**config.mk**
```make
export PLATFORM = sky130hd
export DESIGN_NAME = id_ex_reg_flat
export DESIGN_NICKNAME = d
export VERILOG_FILES = /design/src/rtl/id_ex_reg_if.sv /design/src/rtl/id_ex_reg.sv /design/src/flat_wrapper.sv
export SDC_FILE = /design/constraint.sdc
export NUM_CORES = 1
export LEC_CHECK = 0
export CELL_PAD_IN_SITES_DETAIL_PLACEMENT = 2
export CELL_PAD_IN_SITES_GLOBAL_PLACEMENT = 2
export CORE_ASPECT_RATIO = 0.5
export CORE_MARGIN = 2
export CORE_UTILIZATION = 23
export CTS_CLUSTER_SIZE = 14
export DETAILED_ROUTE_END_ITERATION = 6
export PLACE_DENSITY_LB_ADDON = 0.1
export SETUP_SLACK_MARGIN = 0.4
export SYNTH_ARGS = -nofsm -noshare
export SYNTH_HDL_FRONTEND = slang
export SYNTH_SLANG_ARGS = --single-unit
```
**constraint.sdc**
```tcl
create_clock -name clk -period 5.8 [get_ports clk]
set_input_delay 1.16 -clock clk [delete_from_list [all_inputs] [get_ports clk]]
set_output_delay 1.16 -clock clk [all_outputs]
set_load 0.01 [all_outputs]
```
**src/rtl/id_ex_reg_if.sv**
```systemverilog
// ID/EX pipeline register bus: decode-side inputs, WB bypass inputs, execute-side outputs.
// slave = the pipeline register itself, master = whatever drives ID/WB and consumes EX.
interface id_ex_reg_if #(
  parameter int DATA_W    = 32,
  parameter int REG_AW    = 5,
  parameter int ALUCTRL_W = 3
);
  logic                 StallE;
  logic                 FlushE;

  logic [DATA_W-1:0]    RD1_in;
  logic [DATA_W-1:0]    RD2_in;
  logic [REG_AW-1:0]    RsD;
  logic [REG_AW-1:0]    RtD;
  logic [REG_AW-1:0]    RdD;
  logic [DATA_W-1:0]    SignImmD;
  logic [DATA_W-1:0]    PCPlus4D;
  logic                 RegWriteD;
  logic                 MemtoRegD;
  logic                 MemWriteD;
  logic                 ALUSrcD;
  logic                 RegDstD;
  logic [ALUCTRL_W-1:0] ALUControlD;
  logic                 ValidD;

  logic                 RegWriteW;
  logic [REG_AW-1:0]    WriteRegW;
  logic [DATA_W-1:0]    ResultW;

  logic [DATA_W-1:0]    RD1_out;
  logic [DATA_W-1:0]    RD2_out;
  logic [REG_AW-1:0]    RsE;
  logic [REG_AW-1:0]    RtE;
  logic [REG_AW-1:0]    RdE;
  logic [DATA_W-1:0]    SignImmE;
  logic [DATA_W-1:0]    PCPlus4E;
  logic                 RegWriteE;
  logic                 MemtoRegE;
  logic                 MemWriteE;
  logic                 ALUSrcE;
  logic                 RegDstE;
  logic [ALUCTRL_W-1:0] ALUControlE;
  logic                 ValidE;
  logic [31:0]          BubbleCnt;

  modport master (
    output StallE, FlushE,
    output RD1_in, RD2_in, RsD, RtD, RdD, SignImmD, PCPlus4D,
    output RegWriteD, MemtoRegD, MemWriteD, ALUSrcD, RegDstD, ALUControlD, ValidD,
    output RegWriteW, WriteRegW, ResultW,
    input  RD1_out, RD2_out, RsE, RtE, RdE, SignImmE, PCPlus4E,
    input  RegWriteE, MemtoRegE, MemWriteE, ALUSrcE, RegDstE, ALUControlE, ValidE,
    input  BubbleCnt
  );

  modport slave (
    input  StallE, FlushE,
    input  RD1_in, RD2_in, RsD, RtD, RdD, SignImmD, PCPlus4D,
    input  RegWriteD, MemtoRegD, MemWriteD, ALUSrcD, RegDstD, ALUControlD, ValidD,
    input  RegWriteW, WriteRegW, ResultW,
    output RD1_out, RD2_out, RsE, RtE, RdE, SignImmE, PCPlus4E,
    output RegWriteE, MemtoRegE, MemWriteE, ALUSrcE, RegDstE, ALUControlE, ValidE,
    output BubbleCnt
  );
endinterface

```
**src/rtl/id_ex_reg.sv**
```systemverilog
// ID/EX pipeline register with stall, flush and WB-to-operand bypass/refresh.
// Optional flush counter on BubbleCnt is built only when ID_EX_PERF_EN is defined.
module id_ex_reg #(
  parameter int DATA_W    = 32,
  parameter int REG_AW    = 5,
  parameter int ALUCTRL_W = 3
) (
  input  logic        clk,
  input  logic        rst,
  id_ex_reg_if.slave  bus
);

  logic [DATA_W-1:0]    r_rd1;
  logic [DATA_W-1:0]    r_rd2;
  logic [REG_AW-1:0]    r_rs;
  logic [REG_AW-1:0]    r_rt;
  logic [REG_AW-1:0]    r_rd;
  logic [DATA_W-1:0]    r_imm;
  logic [DATA_W-1:0]    r_pc4;
  logic                 r_regwrite;
  logic                 r_memtoreg;
  logic                 r_memwrite;
  logic                 r_alusrc;
  logic                 r_regdst;
  logic [ALUCTRL_W-1:0] r_aluctrl;
  logic                 r_valid;

  logic w_wb_live;
  logic w_byp_rs;
  logic w_byp_rt;
  logic w_ref_rs;
  logic w_ref_rt;

  // Register 0 is hardwired, so a WB "write" to it must never be forwarded.
  assign w_wb_live = bus.RegWriteW && (bus.WriteRegW != '0);
  assign w_byp_rs  = w_wb_live && (bus.WriteRegW == bus.RsD);
  assign w_byp_rt  = w_wb_live && (bus.WriteRegW == bus.RtD);
  assign w_ref_rs  = w_wb_live && (bus.WriteRegW == r_rs);
  assign w_ref_rt  = w_wb_live && (bus.WriteRegW == r_rt);

  always_ff @(posedge clk or posedge rst) begin
    if (rst) begin
      r_rd1      <= '0;
      r_rd2      <= '0;
      r_rs       <= '0;
      r_rt       <= '0;
      r_rd       <= '0;
      r_imm      <= '0;
      r_pc4      <= '0;
      r_regwrite <= 1'b0;
      r_memtoreg <= 1'b0;
      r_memwrite <= 1'b0;
      r_alusrc   <= 1'b0;
      r_regdst   <= 1'b0;
      r_aluctrl  <= '0;
      r_valid    <= 1'b0;
    end else if (bus.FlushE) begin
      r_rd1      <= '0;
      r_rd2      <= '0;
      r_rs       <= '0;
      r_rt       <= '0;
      r_rd       <= '0;
      r_imm      <= '0;
      r_pc4      <= '0;
      r_regwrite <= 1'b0;
      r_memtoreg <= 1'b0;
      r_memwrite <= 1'b0;
      r_alusrc   <= 1'b0;
      r_regdst   <= 1'b0;
      r_aluctrl  <= '0;
      r_valid    <= 1'b0;
    end else if (bus.StallE) begin
      // Held operands track WB writes so the stalled instruction sees fresh data.
      if (w_ref_rs) r_rd1 <= bus.ResultW;
      if (w_ref_rt) r_rd2 <= bus.ResultW;
    end else begin
      r_rd1      <= w_byp_rs ? bus.ResultW : bus.RD1_in;
      r_rd2      <= w_byp_rt ? bus.ResultW : bus.RD2_in;
      r_rs       <= bus.RsD;
      r_rt       <= bus.RtD;
      r_rd       <= bus.RdD;
      r_imm      <= bus.SignImmD;
      r_pc4      <= bus.PCPlus4D;
      r_regwrite <= bus.RegWriteD;
      r_memtoreg <= bus.MemtoRegD;
      r_memwrite <= bus.MemWriteD;
      r_alusrc   <= bus.ALUSrcD;
      r_regdst   <= bus.RegDstD;
      r_aluctrl  <= bus.ALUControlD;
      r_valid    <= bus.ValidD;
    end
  end

  assign bus.RD1_out     = r_rd1;
  assign bus.RD2_out     = r_rd2;
  assign bus.RsE         = r_rs;
  assign bus.RtE         = r_rt;
  assign bus.RdE         = r_rd;
  assign bus.SignImmE    = r_imm;
  assign bus.PCPlus4E    = r_pc4;
  assign bus.RegWriteE   = r_regwrite;
  assign bus.MemtoRegE   = r_memtoreg;
  assign bus.MemWriteE   = r_memwrite;
  assign bus.ALUSrcE     = r_alusrc;
  assign bus.RegDstE     = r_regdst;
  assign bus.ALUControlE = r_aluctrl;
  assign bus.ValidE      = r_valid;

`ifdef ID_EX_PERF_EN
  logic [31:0] r_bubble_cnt;

  always_ff @(posedge clk or posedge rst) begin
    if (rst) begin
      r_bubble_cnt <= '0;
    end else if (bus.FlushE && (r_bubble_cnt != '1)) begin
      r_bubble_cnt <= r_bubble_cnt + 32'd1;
    end
  end

  assign bus.BubbleCnt = r_bubble_cnt;
`else
  assign bus.BubbleCnt = '0;
`endif

endmodule

```
**src/flat_wrapper.sv**
```systemverilog
// flat-port wrapper written by rule: the top's interface ports become plain ports
module id_ex_reg_flat 
#(
  parameter int DATA_W    = 32,
  parameter int REG_AW    = 5,
  parameter int ALUCTRL_W = 3
)
  (clk, rst, bus_StallE, bus_FlushE, bus_RD1_in, bus_RD2_in, bus_RsD, bus_RtD, bus_RdD, bus_SignImmD, bus_PCPlus4D, bus_RegWriteD, bus_MemtoRegD, bus_MemWriteD, bus_ALUSrcD, bus_RegDstD, bus_ALUControlD, bus_ValidD, bus_RegWriteW, bus_WriteRegW, bus_ResultW, bus_RD1_out, bus_RD2_out, bus_RsE, bus_RtE, bus_RdE, bus_SignImmE, bus_PCPlus4E, bus_RegWriteE, bus_MemtoRegE, bus_MemWriteE, bus_ALUSrcE, bus_RegDstE, bus_ALUControlE, bus_ValidE, bus_BubbleCnt);
  id_ex_reg_if #(.DATA_W(DATA_W), .REG_AW(REG_AW), .ALUCTRL_W(ALUCTRL_W)) bus_i ();
  input  logic clk;
  input  logic rst;
  input wire logic [$bits(bus_i.StallE)-1:0] bus_StallE;
  input wire logic [$bits(bus_i.FlushE)-1:0] bus_FlushE;
  input wire logic [$bits(bus_i.RD1_in)-1:0] bus_RD1_in;
  input wire logic [$bits(bus_i.RD2_in)-1:0] bus_RD2_in;
  input wire logic [$bits(bus_i.RsD)-1:0] bus_RsD;
  input wire logic [$bits(bus_i.RtD)-1:0] bus_RtD;
  input wire logic [$bits(bus_i.RdD)-1:0] bus_RdD;
  input wire logic [$bits(bus_i.SignImmD)-1:0] bus_SignImmD;
  input wire logic [$bits(bus_i.PCPlus4D)-1:0] bus_PCPlus4D;
  input wire logic [$bits(bus_i.RegWriteD)-1:0] bus_RegWriteD;
  input wire logic [$bits(bus_i.MemtoRegD)-1:0] bus_MemtoRegD;
  input wire logic [$bits(bus_i.MemWriteD)-1:0] bus_MemWriteD;
  input wire logic [$bits(bus_i.ALUSrcD)-1:0] bus_ALUSrcD;
  input wire logic [$bits(bus_i.RegDstD)-1:0] bus_RegDstD;
  input wire logic [$bits(bus_i.ALUControlD)-1:0] bus_ALUControlD;
  input wire logic [$bits(bus_i.ValidD)-1:0] bus_ValidD;
  input wire logic [$bits(bus_i.RegWriteW)-1:0] bus_RegWriteW;
  input wire logic [$bits(bus_i.WriteRegW)-1:0] bus_WriteRegW;
  input wire logic [$bits(bus_i.ResultW)-1:0] bus_ResultW;
  output wire logic [$bits(bus_i.RD1_out)-1:0] bus_RD1_out;
  output wire logic [$bits(bus_i.RD2_out)-1:0] bus_RD2_out;
  output wire logic [$bits(bus_i.RsE)-1:0] bus_RsE;
  output wire logic [$bits(bus_i.RtE)-1:0] bus_RtE;
  output wire logic [$bits(bus_i.RdE)-1:0] bus_RdE;
  output wire logic [$bits(bus_i.SignImmE)-1:0] bus_SignImmE;
  output wire logic [$bits(bus_i.PCPlus4E)-1:0] bus_PCPlus4E;
  output wire logic [$bits(bus_i.RegWriteE)-1:0] bus_RegWriteE;
  output wire logic [$bits(bus_i.MemtoRegE)-1:0] bus_MemtoRegE;
  output wire logic [$bits(bus_i.MemWriteE)-1:0] bus_MemWriteE;
  output wire logic [$bits(bus_i.ALUSrcE)-1:0] bus_ALUSrcE;
  output wire logic [$bits(bus_i.RegDstE)-1:0] bus_RegDstE;
  output wire logic [$bits(bus_i.ALUControlE)-1:0] bus_ALUControlE;
  output wire logic [$bits(bus_i.ValidE)-1:0] bus_ValidE;
  output wire logic [$bits(bus_i.BubbleCnt)-1:0] bus_BubbleCnt;
  assign bus_i.StallE = bus_StallE;
  assign bus_i.FlushE = bus_FlushE;
  assign bus_i.RD1_in = bus_RD1_in;
  assign bus_i.RD2_in = bus_RD2_in;
  assign bus_i.RsD = bus_RsD;
  assign bus_i.RtD = bus_RtD;
  assign bus_i.RdD = bus_RdD;
  assign bus_i.SignImmD = bus_SignImmD;
  assign bus_i.PCPlus4D = bus_PCPlus4D;
  assign bus_i.RegWriteD = bus_RegWriteD;
  assign bus_i.MemtoRegD = bus_MemtoRegD;
  assign bus_i.MemWriteD = bus_MemWriteD;
  assign bus_i.ALUSrcD = bus_ALUSrcD;
  assign bus_i.RegDstD = bus_RegDstD;
  assign bus_i.ALUControlD = bus_ALUControlD;
  assign bus_i.ValidD = bus_ValidD;
  assign bus_i.RegWriteW = bus_RegWriteW;
  assign bus_i.WriteRegW = bus_WriteRegW;
  assign bus_i.ResultW = bus_ResultW;
  assign bus_RD1_out = bus_i.RD1_out;
  assign bus_RD2_out = bus_i.RD2_out;
  assign bus_RsE = bus_i.RsE;
  assign bus_RtE = bus_i.RtE;
  assign bus_RdE = bus_i.RdE;
  assign bus_SignImmE = bus_i.SignImmE;
  assign bus_PCPlus4E = bus_i.PCPlus4E;
  assign bus_RegWriteE = bus_i.RegWriteE;
  assign bus_MemtoRegE = bus_i.MemtoRegE;
  assign bus_MemWriteE = bus_i.MemWriteE;
  assign bus_ALUSrcE = bus_i.ALUSrcE;
  assign bus_RegDstE = bus_i.RegDstE;
  assign bus_ALUControlE = bus_i.ALUControlE;
  assign bus_ValidE = bus_i.ValidE;
  assign bus_BubbleCnt = bus_i.BubbleCnt;
  id_ex_reg #(.DATA_W(DATA_W), .REG_AW(REG_AW), .ALUCTRL_W(ALUCTRL_W)) u_core (.clk(clk), .rst(rst), .bus(bus_i));
endmodule
```
# == Word-level counts from Yosys, hierarchy flattened ==
# Cells that the tools add are included.
# W data, S select, Z words.
# word_totals
reg_bits,152
input_bits,194
wordCells,59
# op_classes
n_eq_ne,7
n_mux,32
reduce_logical,6
# ops
operator,n
$mux W32,12
$mux W5,6
$eq A5 B5 Y1,4
$mux W1,12
$mux W3,2
$ne A3 B1 Y1 const B,2
$logic_and A1 B1 Y1,5
$reduce_bool A5 Y1,1
$ne A2 B1 Y1 const B,1

# == Longest topological paths before layout ==
# Gate-level depths: netlist of the first run.
# depth
ltp_word,6
depth_mapped,7

# == Worst setup path before layout of the first run ==
# OpenSTA, ideal clock, no wires.
# synth_path
kind,in2reg
startpoint,input bus_WriteRegW[4]
endpoint,register u_core.r_rd2[0] (netlist: u_core.bus.RD2_out[0])
setup_ns,0.127
arrival_ns,2.257
required_ns,5.673
path_slack_ns,3.416
cell_stages,7
cell_sequence,buf_4 > nor3_4 > a21boi_4 > and4_1 > a2bb2oi_2 > buf_6 > o21ai_1
# synth_via
elab_chain_cells,6
elab_cells_between_ends,10
cone_classes,eq/ne (3); mux (3); reduce/logical (4)
# synth_lines
element,line,source
from (decl),flat_wrapper.sv:29,input wire logic [$bits(bus_i.WriteRegW)-1:0] bus_WriteRegW;
$reduce_bool A5 Y1,id_ex_reg.sv:35,assign w_wb_live = bus.RegWriteW && (bus.WriteRegW != '0);
$logic_and A1 B1 Y1,id_ex_reg.sv:35,
$logic_and A1 B1 Y1,id_ex_reg.sv:37,assign w_byp_rt = w_wb_live && (bus.WriteRegW == bus.RtD);
$mux W32,id_ex_reg.sv:78,r_rd2 <= w_byp_rt ? bus.ResultW : bus.RD2_in;
$mux W32,id_ex_reg.sv:72,end else if (bus.StallE) begin
$mux W32,id_ex_reg.sv:57,end else if (bus.FlushE) begin
to (signal assigned),id_ex_reg.sv:75,if (w_ref_rt) r_rd2 <= bus.ResultW;
to (signal assigned),id_ex_reg.sv:78,
to (decl),id_ex_reg.sv:14,logic [DATA_W-1:0] r_rd2;
# Parallel ways exist; a longest one is shown, timed or not.
# A chain may end at the register's enable or synchronous reset.

# == Final worst setup path of the first run ==
# layout_path
startpoint,input bus_WriteRegW[1]
endpoint,register u_core.r_rd2[0] (netlist: u_core.bus.RD2_out[0])
# Same word-level chain as after synthesis.

==> results of run 1 <==
-- registers in the layout, summed over array words and instances, names as in the netlist, 3 cells and up --
register,count
u_core.bus.RsE,5
u_core.bus.PCPlus4E,32
u_core.bus.RdE,5
u_core.bus.RD2_out,32
u_core.bus.ALUControlE,3
u_core.bus.RtE,5
u_core.bus.SignImmE,32
u_core.bus.RD1_out,32
-- worst max path at each step --
| stage | startpoint | depth (start not counted) | slack, ps | end |
|---|---|---|---|---|
| detailed placement | bus_WriteRegW[2] | 6 | 2140 | u_core.bus.RD2_out[0] |
| global placement | bus_WriteRegW[1] | 7 | 2200 | u_core.bus.RD1_out[18] |
| floorplan | rst | 1 | 550 | u_core.bus.ALUControlE[0] |
| global route | bus_WriteRegW[4] | 6 | 2430 | u_core.bus.RD2_out[0] |
| CTS | bus_WriteRegW[2] | 6 | 2590 | u_core.bus.RD2_out[9] |
| finish | bus_WriteRegW[1] | 6 | 2590 | u_core.bus.RD2_out[0] |
-- layout by cell type, fill, tap and decap left out, drive strengths merged --
| cell type | Yosys | routed |
|---|---|---|
| nand3 | 5 | 5 |
| mux2i | 88 | 88 |
| buf | 68 | 10 |
| o22ai | 2 | 2 |
| clkbuf | 10 | 18 |
| bufinv | 0 | 5 |
| nand2b | 1 | 1 |
| or2 | 1 | 1 |
| clkdlybuf4s50 | 0 | 343 |
| and3 | 2 | 2 |
| xor2 | 16 | 16 |
| nand2 | 33 | 33 |
| a2bb2oi | 1 | 1 |
| nor2 | 99 | 99 |
| nor3 | 1 | 1 |
| a211o | 1 | 1 |
| diode | 0 | 1 |
| xnor2 | 4 | 4 |
| clkinvlp | 0 | 4 |
| a221o | 1 | 1 |
| and4 | 1 | 1 |
| inv | 32 | 34 |
| o21ai | 31 | 31 |
| nand4 | 4 | 4 |
| conb | 1 | 32 |
| a21o | 31 | 31 |
| a21boi | 1 | 1 |
| clkinv | 0 | 3 |
| nor2b | 1 | 1 |
| dfrtp | 152 | 152 |
| a22oi | 62 | 62 |
| a41oi | 4 | 4 |
-- through the flow --
| step | setup WS, ps | instance area, µm² | hold WS, ps | total power, mW | utilization (%) |
|---|---|---|---|---|---|
| global placement | 2200 | 10800 | 489 | 1.71 | 35.6 |
| global route | 2430 | 11400 | 528 | 3.11 | 37.7 |
| floorplan | 547 | 7180 | 529 | 1.40 | - |
| detailed placement | 2140 | 10800 | 487 | 1.72 | 35.6 |
| finish | 2590 | 11400 | 500 | 2.97 | 37.7 |
| CTS | 2590 | 11400 | 512 | 3.02 | 37.7 |
-- cell usage after synthesis (2+ instances only) --
| cell | count |
|---|---|
| sky130_fd_sc_hd__a41oi_2 | 4 |
| sky130_fd_sc_hd__buf_4 | 33 |
| sky130_fd_sc_hd__xor2_1 | 16 |
| sky130_fd_sc_hd__clkbuf_1 | 10 |
| sky130_fd_sc_hd__dfrtp_1 | 152 |
| sky130_fd_sc_hd__and3_1 | 2 |
| sky130_fd_sc_hd__a21o_1 | 31 |
| sky130_fd_sc_hd__a22oi_1 | 62 |
| sky130_fd_sc_hd__xnor2_1 | 2 |
| sky130_fd_sc_hd__nand2_1 | 33 |
| sky130_fd_sc_hd__nand3_1 | 5 |
| sky130_fd_sc_hd__buf_2 | 32 |
| sky130_fd_sc_hd__xnor2_2 | 2 |
| sky130_fd_sc_hd__o22ai_1 | 2 |
| sky130_fd_sc_hd__inv_1 | 32 |
| sky130_fd_sc_hd__nand4_1 | 4 |
| sky130_fd_sc_hd__o21ai_1 | 30 |
| sky130_fd_sc_hd__buf_6 | 3 |
| sky130_fd_sc_hd__mux2i_1 | 88 |
| sky130_fd_sc_hd__nor2_1 | 98 |
-- worst max-delay path, cell delays in order --
cell and delay (ps):
sky130_fd_sc_hd__clkdlybuf4s50_1 690, sky130_fd_sc_hd__xor2_1 190, sky130_fd_sc_hd__nor2_1 110, sky130_fd_sc_hd__a41oi_4 980, sky130_fd_sc_hd__a22oi_1 250, sky130_fd_sc_hd__o21ai_1 170
-- kinds of logic (layout without fill, tap and decap cells) --
| logic type | count (synthesis) | count (layout) | share of synthesized area (%) |
|---|---|---|---|
| flip-flops | 152 | 152 | 53.8 |
| multiplexers | 88 | 88 | 12.5 |
| XOR/XNOR | 20 | 20 | 2.69 |
| other | 1 | 33 | 0.0531 |
| AND/OR/NAND/NOR | 148 | 148 | 8.55 |
| AO/OA/AOI/OAI | 134 | 134 | 13.9 |
| buffers and inverters | 110 | 417 | 8.48 |
-- report_power, final --
group          leakage [nW]  internal [mW]  total, mW  switching (mW)
sequential             2.02           1.12       1.16          0.0386
clock                 0.309          0.778       1.28           0.499
combinational          2.88          0.290      0.532           0.241
-- final cells by class --
cell class | count | area share [%]
sequential | 152 | 33.3
timing repair buffer | 353 | 30.7
multi-input combinational | 422 | 24.8
tap | 399 | 4.37
clock buffer | 18 | 3.84
clock inverter | 14 | 1.93
inverter | 32 | 1.09
antenna | 1 | 0.0219
-- layer usage --
layer / global-route usage, % / vias to the layer above
li1: - / 2818
met1: 19.7 / 3165
met2: 32.0 / 130
met3: 3.59 / 38
met4: 7.27 / 0
met5: 0 / -
==> out/results.md, run 1 <==
• completed — status
• 7070 µm² — Syn Std Cell Area
• input pin to register — kind of critical path
• 0 — number of hold buffers added after cts
• sky130_fd_sc_hd__dfrtp_1 — library cell with the largest summed area after synthesis
• 1 — antenna violations before repair
• register — type of destination of the critical path
• 260 nW/µm² — Power per Cell Area
• u_core.bus.RD2_out[30] — HP Start
• 0 — DRC viols
• 3217 — number of inserted filler cells in the final layout
• met4 — highest routing layer actually used
• 42.2 mm — wire length of the first global-routing pass
• 0.754 — GP Congestion
• 23.3% — starting density of the core
• sky130_fd_sc_hd__dfrtp_1 54%, sky130_fd_sc_hd__mux2i_1 12%, sky130_fd_sc_hd__a22oi_1 6.6% — leading post-synthesis cells by cell area
• 378 — top-level port count
• 27.9 mm — Total Wirelength
• 53.8% — portion of synthesized cell area occupied by the leading cell type
• 5.45% — fraction of layout cells with a size suffix above 1
• register to register — worst min-delay path class
• no — setup repair after global routing missed its margin
• 1172 — final net count
• 1190 ps — pin slew with the least headroom to its limit
• 990 µm — routed length on met3
• 32200 µm² — Die Footprint
• 0 — max-slew violation count
• 3210 ps — post-layout min period
• sky130_fd_sc_hd__clkbuf_16 — clock tree root driver cell
• 0 ps — accumulated negative setup slack
• 4 — number of H-tree branching levels
• 5.41 ps — clock tree skew after final layout
• u_core.bus.RD2_out[30] — end point of the most critical hold path
• 6151 — Vias
• 32 — synth unique cells
• 0 — leftover overflow at the end of global routing
• 1391 — post-route insts no fill
• 0 — warnings from Yosys
• 0 — Post-CTS Resized
• 0.209 mV — worst-case vdd ir drop
• 0 — max-cap viol count
• 312 MHz — highest clock rate
• 653 — post-synthesis instance total
• built — CTS tree
• 0 — final hold violation count
• 3620 ps — Register-to-Register Setup Slack
• 0 — final setup vio count
• 204 — Detailed Route Iter0 Violations
• 10.8 µm² — mean cell area of the mapped netlist
• 11.1 mm — metal1 wirelength
• 345 — number of port buffers
• 5 — Worst Reg-to-Reg Cells
• 5.21 nW — leakage power
• 4.42 — vias per cell
• 152 — synthesis-stage register bit count
• input pin — kind of launch point of the worst setup path
• 45 — Site Rows
• 32 — Worst Path Max Fanout
• 15.0 mm — detailed-routed wire length on met2
• 70 ps — CTS clock-pin slew for the worst setup and hold paths
• 20.2 mm — Final HPWL DP
• 0 — number of nets still failing antenna checks after routing
• 152 — count of clock tree sinks
• 2 — buffer depth of the longest clock path
• 100% — Async SR Flop Fraction
• 4 — number of iterations in the first detailed-routing pass
• 61.8% — area growth from synthesis to final layout
• 6831 — vias in the first global route
• 6160 ps — endpoint required time on the critical path
• 55.3% — ratio of final minimum period to clock period
• 1358 — placed instance count
• 128 µm — vertical extent of the die
• 17 — number of buffers created by CTS
• 89 — maximum number of pins on one net before global-route repair
• 53.8% — share of the yosys chip area belonging to registers
• sky130_fd_sc_hd__dfrtp_1 — commonest register cell after synthesis
• 252 µm — horizontal die dimension
• 2840 µm² — area used by multi-input combinational logic
• u_core.bus.RD2_out[0] — critical register-to-register path endpoint
• 1 — number of cells on the worst hold path
• 3800 µm² — Sequential cell area
• 17.4% — overall routing resource usage
• 20.0 µm — final routed wire length divided by cell count
• 0 — number of enable-type register cells in the synthesized netlist
• 440 ps — insertion delay of the later-clocked pin in the worst-skew pair
• 20.6% — Max-Slew Margin vs Limit
• u_core.bus.RtE[2] — reg-to-reg startpoint
• 3560 ps — Arr. time, crit path
• 0 — Post-CTS Setup Repair Bufs
• 30300 µm² — Placeable Area
Note: power is estimated with default switching activity, not from simulation.
==> run 2, diff against run 1 <==
CORE_UTILIZATION = 20   (was 23)
clock period = 2.6 ns   (was 5.8 ns; I/O delays follow)
==> out/results.md, run 2 (synthesis results as in run 1) <==
• input pin to register — worst min-delay path class, was register to register
• 0.381 mV — worst-case vdd ir drop, was 0.209 mV
• 0 — final hold violation count, unchanged
• 4 — number of H-tree branching levels, unchanged
• 378 — top-level port count, unchanged
• 43.9 mm — wire length of the first global-routing pass, was 42.2 mm
• 29.5 mm — Total Wirelength, was 27.9 mm
• 6.44 mW — total power after layout, was 2.97 mW
• 424 ps — worst hold-check slack, was 500 ps
• 11.7 ps — clock tree skew after final layout, was 5.41 ps
• 48 — Site Rows, was 45
• 81.1% — ratio of final minimum period to clock period
• input pin — kind of launch point of the worst setup path, unchanged
• 270 µm — horizontal die dimension, was 252 µm
• 11100 µm² — total cell area at the placement stage, was 10800 µm²
• 95 — maximum number of pins on one net before global-route repair, was 89
• sky130_fd_sc_hd__clkbuf_16 — clock tree root driver cell, unchanged
• 1184 — final net count, was 1172
• 30.5% — Max-Slew Margin vs Limit, was 20.6%
• 11700 µm² — final non-filler cell area, was 11400 µm²
• 36900 µm² — Die Footprint, was 32200 µm²
• 0 — final setup vio count, unchanged
• 2420 ps — Arr. time, crit path, was 3560 ps
• 5.28 nW — leakage power, was 5.21 nW
• 33.6% — Layout Utilization, was 37.7%
• completed — status, unchanged
• 17 — number of buffers created by CTS, unchanged
• 0 — DRC viols, unchanged
• input pin to register — kind of critical path, unchanged
• register — type of destination of the critical path, unchanged
• 0 — number of nets still failing antenna checks after routing, unchanged
• no — setup repair after global routing missed its margin, unchanged
• clkdlybuf4s50_1 > nor2_1 > a21boi_4 > a41oi_4 > buf_4 > a22oi_1 > nand2_1 — sequence of cells on the critical path, was clkdlybuf4s50_1 > xor2_1 > nor2_1 > a41oi_4 > a22oi_1 > o21ai_1
• 2110 ps — post-layout min period
• 34700 µm² — Placeable Area, was 30300 µm²
• 2910 ps — endpoint required time on the critical path, was 6160 ps
• 2 — antenna violations before repair, was 1
• 0 — max-cap viol count, unchanged
• 15 — Worst Path Max Fanout, was 32
• 152 — count of clock tree sinks, unchanged
• 0 — Post-CTS Setup Repair Bufs, unchanged
• 65.0% — area growth from synthesis to final layout, was 61.8%
• 0 — leftover overflow at the end of global routing, unchanged
• 345 — number of port buffers, unchanged
• 4.16 — vias per cell, was 4.42
• 343 x sky130_fd_sc_hd__clkdlybuf4s50_1, 152 x sky130_fd_sc_hd__dfrtp_1, 97 x sky130_fd_sc_hd__nor2_1, 88 x sky130_fd_sc_hd__mux2i_1, 62 x sky130_fd_sc_hd__a22oi_1 — most frequent cells in the layout, was 343 x sky130_fd_sc_hd__clkdlybuf4s50_1, 152 x sky130_fd_sc_hd__dfrtp_1, 98 x sky130_fd_sc_hd__nor2_1, 88 x sky130_fd_sc_hd__mux2i_1, 62 x sky130_fd_sc_hd__a22oi_1
• 6161 — Vias, was 6151
• 474 MHz — highest clock rate
• 16.0% — overall routing resource usage, was 17.4%
• 6998 — vias in the first global route, was 6831
• 640 ps — critical path's largest stage delay, was 980 ps
• 3761 — number of inserted filler cells in the final layout, was 3217
• 2 — buffer depth of the longest clock path, unchanged
• 1040 ps — pin slew with the least headroom to its limit, was 1190 ps
• 137 µm — vertical extent of the die, was 128 µm
• 440 ps — insertion delay of the later-clocked pin in the worst-skew pair, about the same
• 222 — Detailed Route Iter0 Violations, was 204
• 21.8 mm — Final HPWL DP, was 20.2 mm
• 0.733 — GP Congestion, was 0.754
• sky130_fd_sc_hd__clkdlybuf4s50_1 — most common library cell in the layout ignoring fill and taps, unchanged
• sky130_fd_sc_hd__clkdlybuf4s50_1 — Crit-path slowest cell, was sky130_fd_sc_hd__a41oi_4
• 0 ps — accumulated negative setup slack, unchanged
• 5 — number of iterations in the first detailed-routing pass, was 4
• 0 — max-slew violation count, unchanged
• 70 ps — CTS clock-pin slew for the worst setup and hold paths, about the same
• 19.9 µm — final routed wire length divided by cell count, was 20.0 µm
• 6.48% — fraction of layout cells with a size suffix above 1, was 5.45%
• 20.4% — starting density of the core, was 23.3%
• built — CTS tree, unchanged
• 552 nW/µm² — Power per Cell Area, was 260 nW/µm²
-- run 2: changes by cell type in the layout (fill, tap and decap cells not counted), sizes merged --
cell    before  now
buf         10   22
bufinv       5    3
clkbuf      18   20
clkinv       3    5
diode        1    3
inv         34   32
-- run 2: area by class of cell --
class | count | area, µm² | area share [%]
Sequential cell | 152 | 3800 | 32.6
Multi-Input combinational cell | 422 | 2840 | 24.3
Clock buffer | 20 | 447 | 3.83
Inverter | 32 | 124 | 1.06
Clock inverter | 12 | 150 | 1.29
Timing Repair Buffer | 365 | 3700 | 31.7
Tap cell | 475 | 594 | 5.10
Antenna cell | 3 | 7.51 | 0.0644
-- run 2: metrics by stage --
stage	setup WS (ps)	cells
after floorplan	163	684
after global placement	63.6	1446
after detailed placement	6.44	1446
after CTS	437	1478
after global routing	416	1480
final	490	1481
-- run 2: path summary, 6_finish.rpt --
kind	from	end	slack, ps	cells after the start
min in group asynchronous	rst	u_core.bus.PCPlus4E[8]	560	3
worst max-delay path	bus_WriteRegW[2]	u_core.bus.RD1_out[22]	490	7
worst max register to register	u_core.bus.RsE[3]	u_core.bus.RD1_out[22]	800	6
worst min-delay path	bus_StallE	u_core.bus.RsE[4]	420	3
worst min register to register	u_core.bus.RD2_out[30]	u_core.bus.RD2_out[30]	500	1
max in group asynchronous	rst	u_core.bus.RD1_out[17]	1520	3
-- run 2: timing repair --
item                                    CTS  global route
hold buffers                              0             0
resized for setup                         0             1
endpoints found under the setup margin    0             2
-- run 2: worst max-delay path: cells and delay by family --
kind	cells	cell delay, ps
buffers and inverters	2	890
AND/OR/NAND/NOR	2	240
AO/OA/AOI/OAI	3	770
-- run 2: metal layers --
metal / global-route usage, % / wire (µm)
met3: 3.04 / 927
met1: 17.7 / 11400
met2: 30.7 / 16600
met4: 5.86 / 539
met5: 0 / 0
-- run 2: power by group --
part / internal [mW] / switching [mW] / leakage, nW
combinational: 0.668 / 0.549 / 2.98
sequential: 2.51 / 0.0851 / 2.02
clock: 1.53 / 1.10 / 0.286
total: 4.71 / 1.73 / 5.28
==> patch 1: new RTL, settings of run 2 <==
`ALUCTRL_W` is set to 3 in 3 places; all go to 6.
--- a/src/rtl/id_ex_reg_if.sv
+++ b/src/rtl/id_ex_reg_if.sv
@@ -3,7 +3,7 @@
 interface id_ex_reg_if #(
   parameter int DATA_W    = 32,
   parameter int REG_AW    = 5,
-  parameter int ALUCTRL_W = 3
+  parameter int ALUCTRL_W = 6
 );
   logic                 StallE;
   logic                 FlushE;
--- a/src/rtl/id_ex_reg.sv
+++ b/src/rtl/id_ex_reg.sv
@@ -3,7 +3,7 @@
 module id_ex_reg #(
   parameter int DATA_W    = 32,
   parameter int REG_AW    = 5,
-  parameter int ALUCTRL_W = 3
+  parameter int ALUCTRL_W = 6
 ) (
   input  logic        clk,
   input  logic        rst,
--- a/src/flat_wrapper.sv
+++ b/src/flat_wrapper.sv
@@ -3,7 +3,7 @@
 #(
   parameter int DATA_W    = 32,
   parameter int REG_AW    = 5,
-  parameter int ALUCTRL_W = 3
+  parameter int ALUCTRL_W = 6
 )
   (clk, rst, bus_StallE, bus_FlushE, bus_RD1_in, bus_RD2_in, bus_RsD, bus_RtD, bus_RdD, bus_SignImmD, bus_PCPlus4D, bus_RegWriteD, bus_MemtoRegD, bus_MemWriteD, bus_ALUSrcD, bus_RegDstD, bus_ALUControlD, bus_ValidD, bus_RegWriteW, bus_WriteRegW, bus_ResultW, bus_RD1_out, bus_RD2_out, bus_RsE, bus_RtE, bus_RdE, bus_SignImmE, bus_PCPlus4E, bus_RegWriteE, bus_MemtoRegE, bus_MemWriteE, bus_ALUSrcE, bus_RegDstE, bus_ALUControlE, bus_ValidE, bus_BubbleCnt);
   id_ex_reg_if #(.DATA_W(DATA_W), .REG_AW(REG_AW), .ALUCTRL_W(ALUCTRL_W)) bus_i ();
Interface: changed (resized bus_ALUControlD and bus_ALUControlE); port bits go from 378 to 384. The function was not compared with the original's and may differ.
==> patch 1 against run 2 <==
  * Worst hold slack gained 0.10 ns
  * Wire length grew 10%
  * Power grew 4.4%
  * Die area grew 12%
  * Critical endpoint is now u_core.bus.RD1_out[23]
  * Setup slack is essentially flat
  * Highest routed layer unchanged
  * Sequential cell count grew 3
  * Critical path depth shrank 1
  * Synthesized area grew 12%
  * Largest cell class unchanged
  * Cell area grew 7.6%
==> patch 1: results (changes against run 2) <==
- Run status: complete, no violations (unchanged).
- The post-layout net count is 1,284 (was 1,184).
- The via count of the first global-routing pass is 7,803 (was 6,998).
- The post-placement worst setup slack is 0.01716 ns (was 0.006438 ns).
- The violation count after the first detailed-route iteration was 208 (was 222).
- The leakage power total is 5.314 nW (was 5.282 nW).
- The reported net switching power is 1.811 mW (was 1.733 mW).
- The power consumed by sequential cells is 2.64 mW (was 2.59 mW).
- Leading post-synthesis cells by instance count: sky130_fd_sc_hd__dfrtp_1, sky130_fd_sc_hd__nand3_1, sky130_fd_sc_hd__nor2_1 (was sky130_fd_sc_hd__dfrtp_1, sky130_fd_sc_hd__nor2_1, sky130_fd_sc_hd__mux2i_1).
- The worst setup path endpoint was u_core.bus.RD1_out[23] (was u_core.bus.RD1_out[22]).
- The share of synthesized area spent on multiplexers came to 0.1150 (was 0.1247).
- The worst slew margin relative to its limit is 0.6131 (was 0.3053).
- The half-perimeter wire length of the detailed placement result was 23,650 microns (was 21,750 microns).
- The ratio of routed vias to standard cells is 4.243 (was 4.160).
- The weighted congestion at the end of routability-driven global placement is 0.7255 (was 0.7325).
- Cell types occupying the most area after synthesis: sky130_fd_sc_hd__dfrtp_1, sky130_fd_sc_hd__mux2i_1, sky130_fd_sc_hd__nand3_1, sky130_fd_sc_hd__o221ai_2, sky130_fd_sc_hd__nor2_1 (was sky130_fd_sc_hd__dfrtp_1, sky130_fd_sc_hd__mux2i_1, sky130_fd_sc_hd__a22oi_1, sky130_fd_sc_hd__nor2_1, sky130_fd_sc_hd__buf_4).
- The startpoint of the most critical hold path is u_core.bus.RdE[2] (was bus_StallE).
- The hold-critical path depth is 2 (was 3).
- The clock tree skew after final layout is 0.01301 ns (was 0.01175 ns).
- The post-route worst hold slack is 0.5288 ns (was 0.4240 ns).
- The distinct cell type count of the synthesized netlist was 33 (was 32).
- The sequential share of the synthesized area came to 0.4896 (was 0.5383).
- The endpoint with the worst hold slack is u_core.bus.RdE[2] (was u_core.bus.RsE[4]).
- The combinational power is 1.31 mW (was 1.22 mW).
- The post-synthesis area per instance was 10.41 sq um (was 10.82 sq um).
[patch 1: critical path, stage by stage]
cell and delay (ns):
sky130_fd_sc_hd__clkdlybuf4s50_1 0.53, sky130_fd_sc_hd__or3_4 0.45, sky130_fd_sc_hd__o21ai_1 0.35, sky130_fd_sc_hd__o21a_4 0.23, sky130_fd_sc_hd__buf_12 0.20, sky130_fd_sc_hd__o221ai_2 0.12
[patch 1: metal layers]
layer  share of wire  vias up
li1                -     3175
met4           0.020        0
met1            0.39     3600
met3           0.027       33
met2            0.56      113
met5               0        -
[patch 1: cell type report]
class,count,share of cell area
flip-flops and latches,155,0.3093
repair buffers,369,0.3035
multi-input cells,479,0.2644
well taps,530,0.05288
clock buffers,20,0.03642
inverters,65,0.01975
clock inverters,11,0.01337
diodes,2,0.0003991
==> patch 2: new RTL, config.mk and constraints of run 2 <==
Without the edit above. Build with the macro `ID_EX_PERF_EN` defined.
--- a/src/rtl/id_ex_reg.sv
+++ b/src/rtl/id_ex_reg.sv
@@ -1,5 +1,7 @@
 // ID/EX pipeline register with stall, flush and WB-to-operand bypass/refresh.
 // Optional flush counter on BubbleCnt is built only when ID_EX_PERF_EN is defined.
+`define ID_EX_PERF_EN
+
 module id_ex_reg #(
   parameter int DATA_W    = 32,
   parameter int REG_AW    = 5,
Formal check against the unedited RTL: not equivalent (Yosys sat finds a counterexample within 4 cycles, from zero or initial values and one cycle with rst high).
==> patch 2 against run 2 <==
  * Synthesized area increased by 17%
  * Sequential share of layout area rose by 1.1 points
  * Cell area grew 17%
  * Clock power increased by 6%
  * Power grew 16%
  * Setup slack improved by 0.020 ns
  * Synthesized cell count rose by 6.1%
  * Sequential cell count up 32
  * Largest cell class unchanged
  * Wire length is 17% higher
==> patch 2: results (changes against run 2) <==
- The sequential share of the synthesized area is 0.5580 (was 0.5383).
- The violation count after the first detailed-route iteration was 250 (was 222).
- The weighted congestion at the end of routability-driven global placement was 0.7462 (was 0.7325).
- The endpoint with the worst hold slack is u_core.bus.RtE[1] (was u_core.bus.RsE[4]).
- Cell types occupying the most area after synthesis: sky130_fd_sc_hd__dfrtp_1, sky130_fd_sc_hd__mux2i_1, sky130_fd_sc_hd__a221o_1, sky130_fd_sc_hd__and2_1, sky130_fd_sc_hd__nor2_1 (was sky130_fd_sc_hd__dfrtp_1, sky130_fd_sc_hd__mux2i_1, sky130_fd_sc_hd__a22oi_1, sky130_fd_sc_hd__nor2_1, sky130_fd_sc_hd__buf_4).
- The highest net fanout along the worst path is 7 (was 15).
- The wire length of the first global-routing pass is 53,080 microns (was 43,920 microns).
- The distinct cell type count of the synthesized netlist is 46 (was 32).
- The post-layout net count is 1,284 (was 1,184).
- Run status: complete, no violations (unchanged).
- The half-perimeter wire length of the detailed placement result is 24,970 microns (was 21,750 microns).
- The source of the worst register-to-register timing path is u_core.bus.BubbleCnt[22] (was u_core.bus.RsE[3]).
- The detailed-route via count is 7,141 (was 6,161).
- The origin of the worst setup path is bus_RsD[3] (was bus_WriteRegW[2]).
- The via count of the first global-routing pass is 8,121 (was 6,998).
- The post-layout instance count excluding filler cells is 1,645 (was 1,481).
- The number of detailed-routing iterations run before antenna repair was 4 (was 5).
- The initial antenna violation count is 3 (was 2).
- The post-synth net total is 888.
- Leading post-synthesis cells by instance count: sky130_fd_sc_hd__dfrtp_1, sky130_fd_sc_hd__nor2_1, sky130_fd_sc_hd__mux2i_1 (unchanged).
- The post-synthesis area per instance is 11.91 sq um (was 10.82 sq um).
- The area of placed instances came to 12,890 sq um (was 11,050 sq um).
- The pin count of the biggest net entering global routing is 93 (was 95).
- The layout cell share with drive strength beyond 1 is 0.1044 (was 0.06481).
- The number of I/O port buffers came to 377 (was 345).
- The clock tree skew after final layout is 0.01775 ns (was 0.01175 ns).
- The worst-case register-to-register setup slack came to 0.57 ns (was 0.80 ns).
- The aggregate routed wire length was 34,560 microns (was 29,480 microns).
- The transition time at the pin with the least slew margin is 0.6891 ns (was 1.042 ns).
- The largest voltage drop on the vdd net is 0.4551 mV (was 0.3806 mV).
- The endpoint of the worst register-to-register path is u_core.bus.BubbleCnt[1] (was u_core.bus.RD1_out[22]).
- The number of cell instances on the worst register-to-register path was 5 (was 6).
- The leakage power total is 5.943 nW (was 5.282 nW).
-- patch 2: cell count changes after synthesis, moves of 31 or more --
cell | before | now
sky130_fd_sc_hd__a21o_1 | 31 | 0
sky130_fd_sc_hd__a22oi_1 | 62 | 0
sky130_fd_sc_hd__dfrtp_1 | 152 | 184
sky130_fd_sc_hd__and2_1 | 0 | 65
sky130_fd_sc_hd__a221o_1 | 1 | 48
sky130_fd_sc_hd__buf_4 | 33 | 0
-- patch 2: cell type report --
type,instances,area [sq um]
inverter,4,18.77
multi-input combinational,461,3492
clock inverter,11,137.6
sequential,184,4604
timing repair buffer,421,4247
fill,4294,26880
clock buffer,21,470.5
antenna,3,7.507
tap,540,675.6
-- patch 2: kinds of logic (layout without fill, tap and decap cells) --
group | count (synthesis) | in the layout | synth area share
other cells | 0 | 3 | 0
flops | 184 | 184 | 0.5580
mux | 90 | 90 | 0.1093
buf+inv | 50 | 457 | 0.02896
xor+xnor | 49 | 49 | 0.05201
compound gates | 78 | 80 | 0.09401
simple gates | 241 | 241 | 0.1562
fa+ha+maj | 1 | 1 | 0.001516
-- patch 2: stage by stage --
stage / power, mW / setup slack [ns] / hold WS, ns
floorplan: 3.790 / -0.2845 / 0.5188
global placement: 4.748 / -0.4718 / 0.4880
detailed placement: 4.781 / -0.4826 / 0.5022
CTS: 7.652 / 0.4148 / 0.4383
global route: 7.850 / 0.4075 / 0.5019
finish: 7.480 / 0.5103 / 0.4730
-- patch 2: timing repair --
item,in CTS,in global routing
endpoints found under the setup margin,64,58
gates cloned,2,0
pin swaps,4,0
resized for setup,8,5
setup buffers,6,0
-- patch 2: routing by layer --
layer	vias up	track usage	share of wire	wire length, microns
met2	108	0.3115	0.56	19510
met5	-	0	0	0
met3	33	0.02466	0.026	898
li1	3272	-	-	-
met4	0	0.05285	0.021	738
met1	3728	0.1845	0.39	13410
-- patch 2: how the worst max path moves through the flow --
stage	endpoint	slack (ns)	depth (start not counted)
finish	u_core.bus.RD1_out[20]	0.51	7
global route	u_core.bus.RD1_out[30]	0.41	7
CTS	u_core.bus.RD2_out[9]	0.41	7
detailed placement	u_core.bus.RD1_out[29]	-0.48	6
global placement	u_core.bus.RD1_out[10]	-0.47	6
floorplan	u_core.bus.ALUControlE[0]	-0.28	1
-- patch 2: power breakdown --
group          internal [mW]  switching, mW  leakage, nW
logic                  0.859          0.633         3.21
clock network           1.51           1.27        0.288
registers               3.05          0.154         2.44
-- patch 2: worst max-delay path, cell delays in order --
cell	delay [ns]
sky130_fd_sc_hd__clkdlybuf4s50_1	0.46
sky130_fd_sc_hd__xor2_1	0.18
sky130_fd_sc_hd__nor4_2	0.33
sky130_fd_sc_hd__and4bb_2	0.33
sky130_fd_sc_hd__nor3_4	0.07
sky130_fd_sc_hd__buf_4	0.17
sky130_fd_sc_hd__a221o_1	0.35
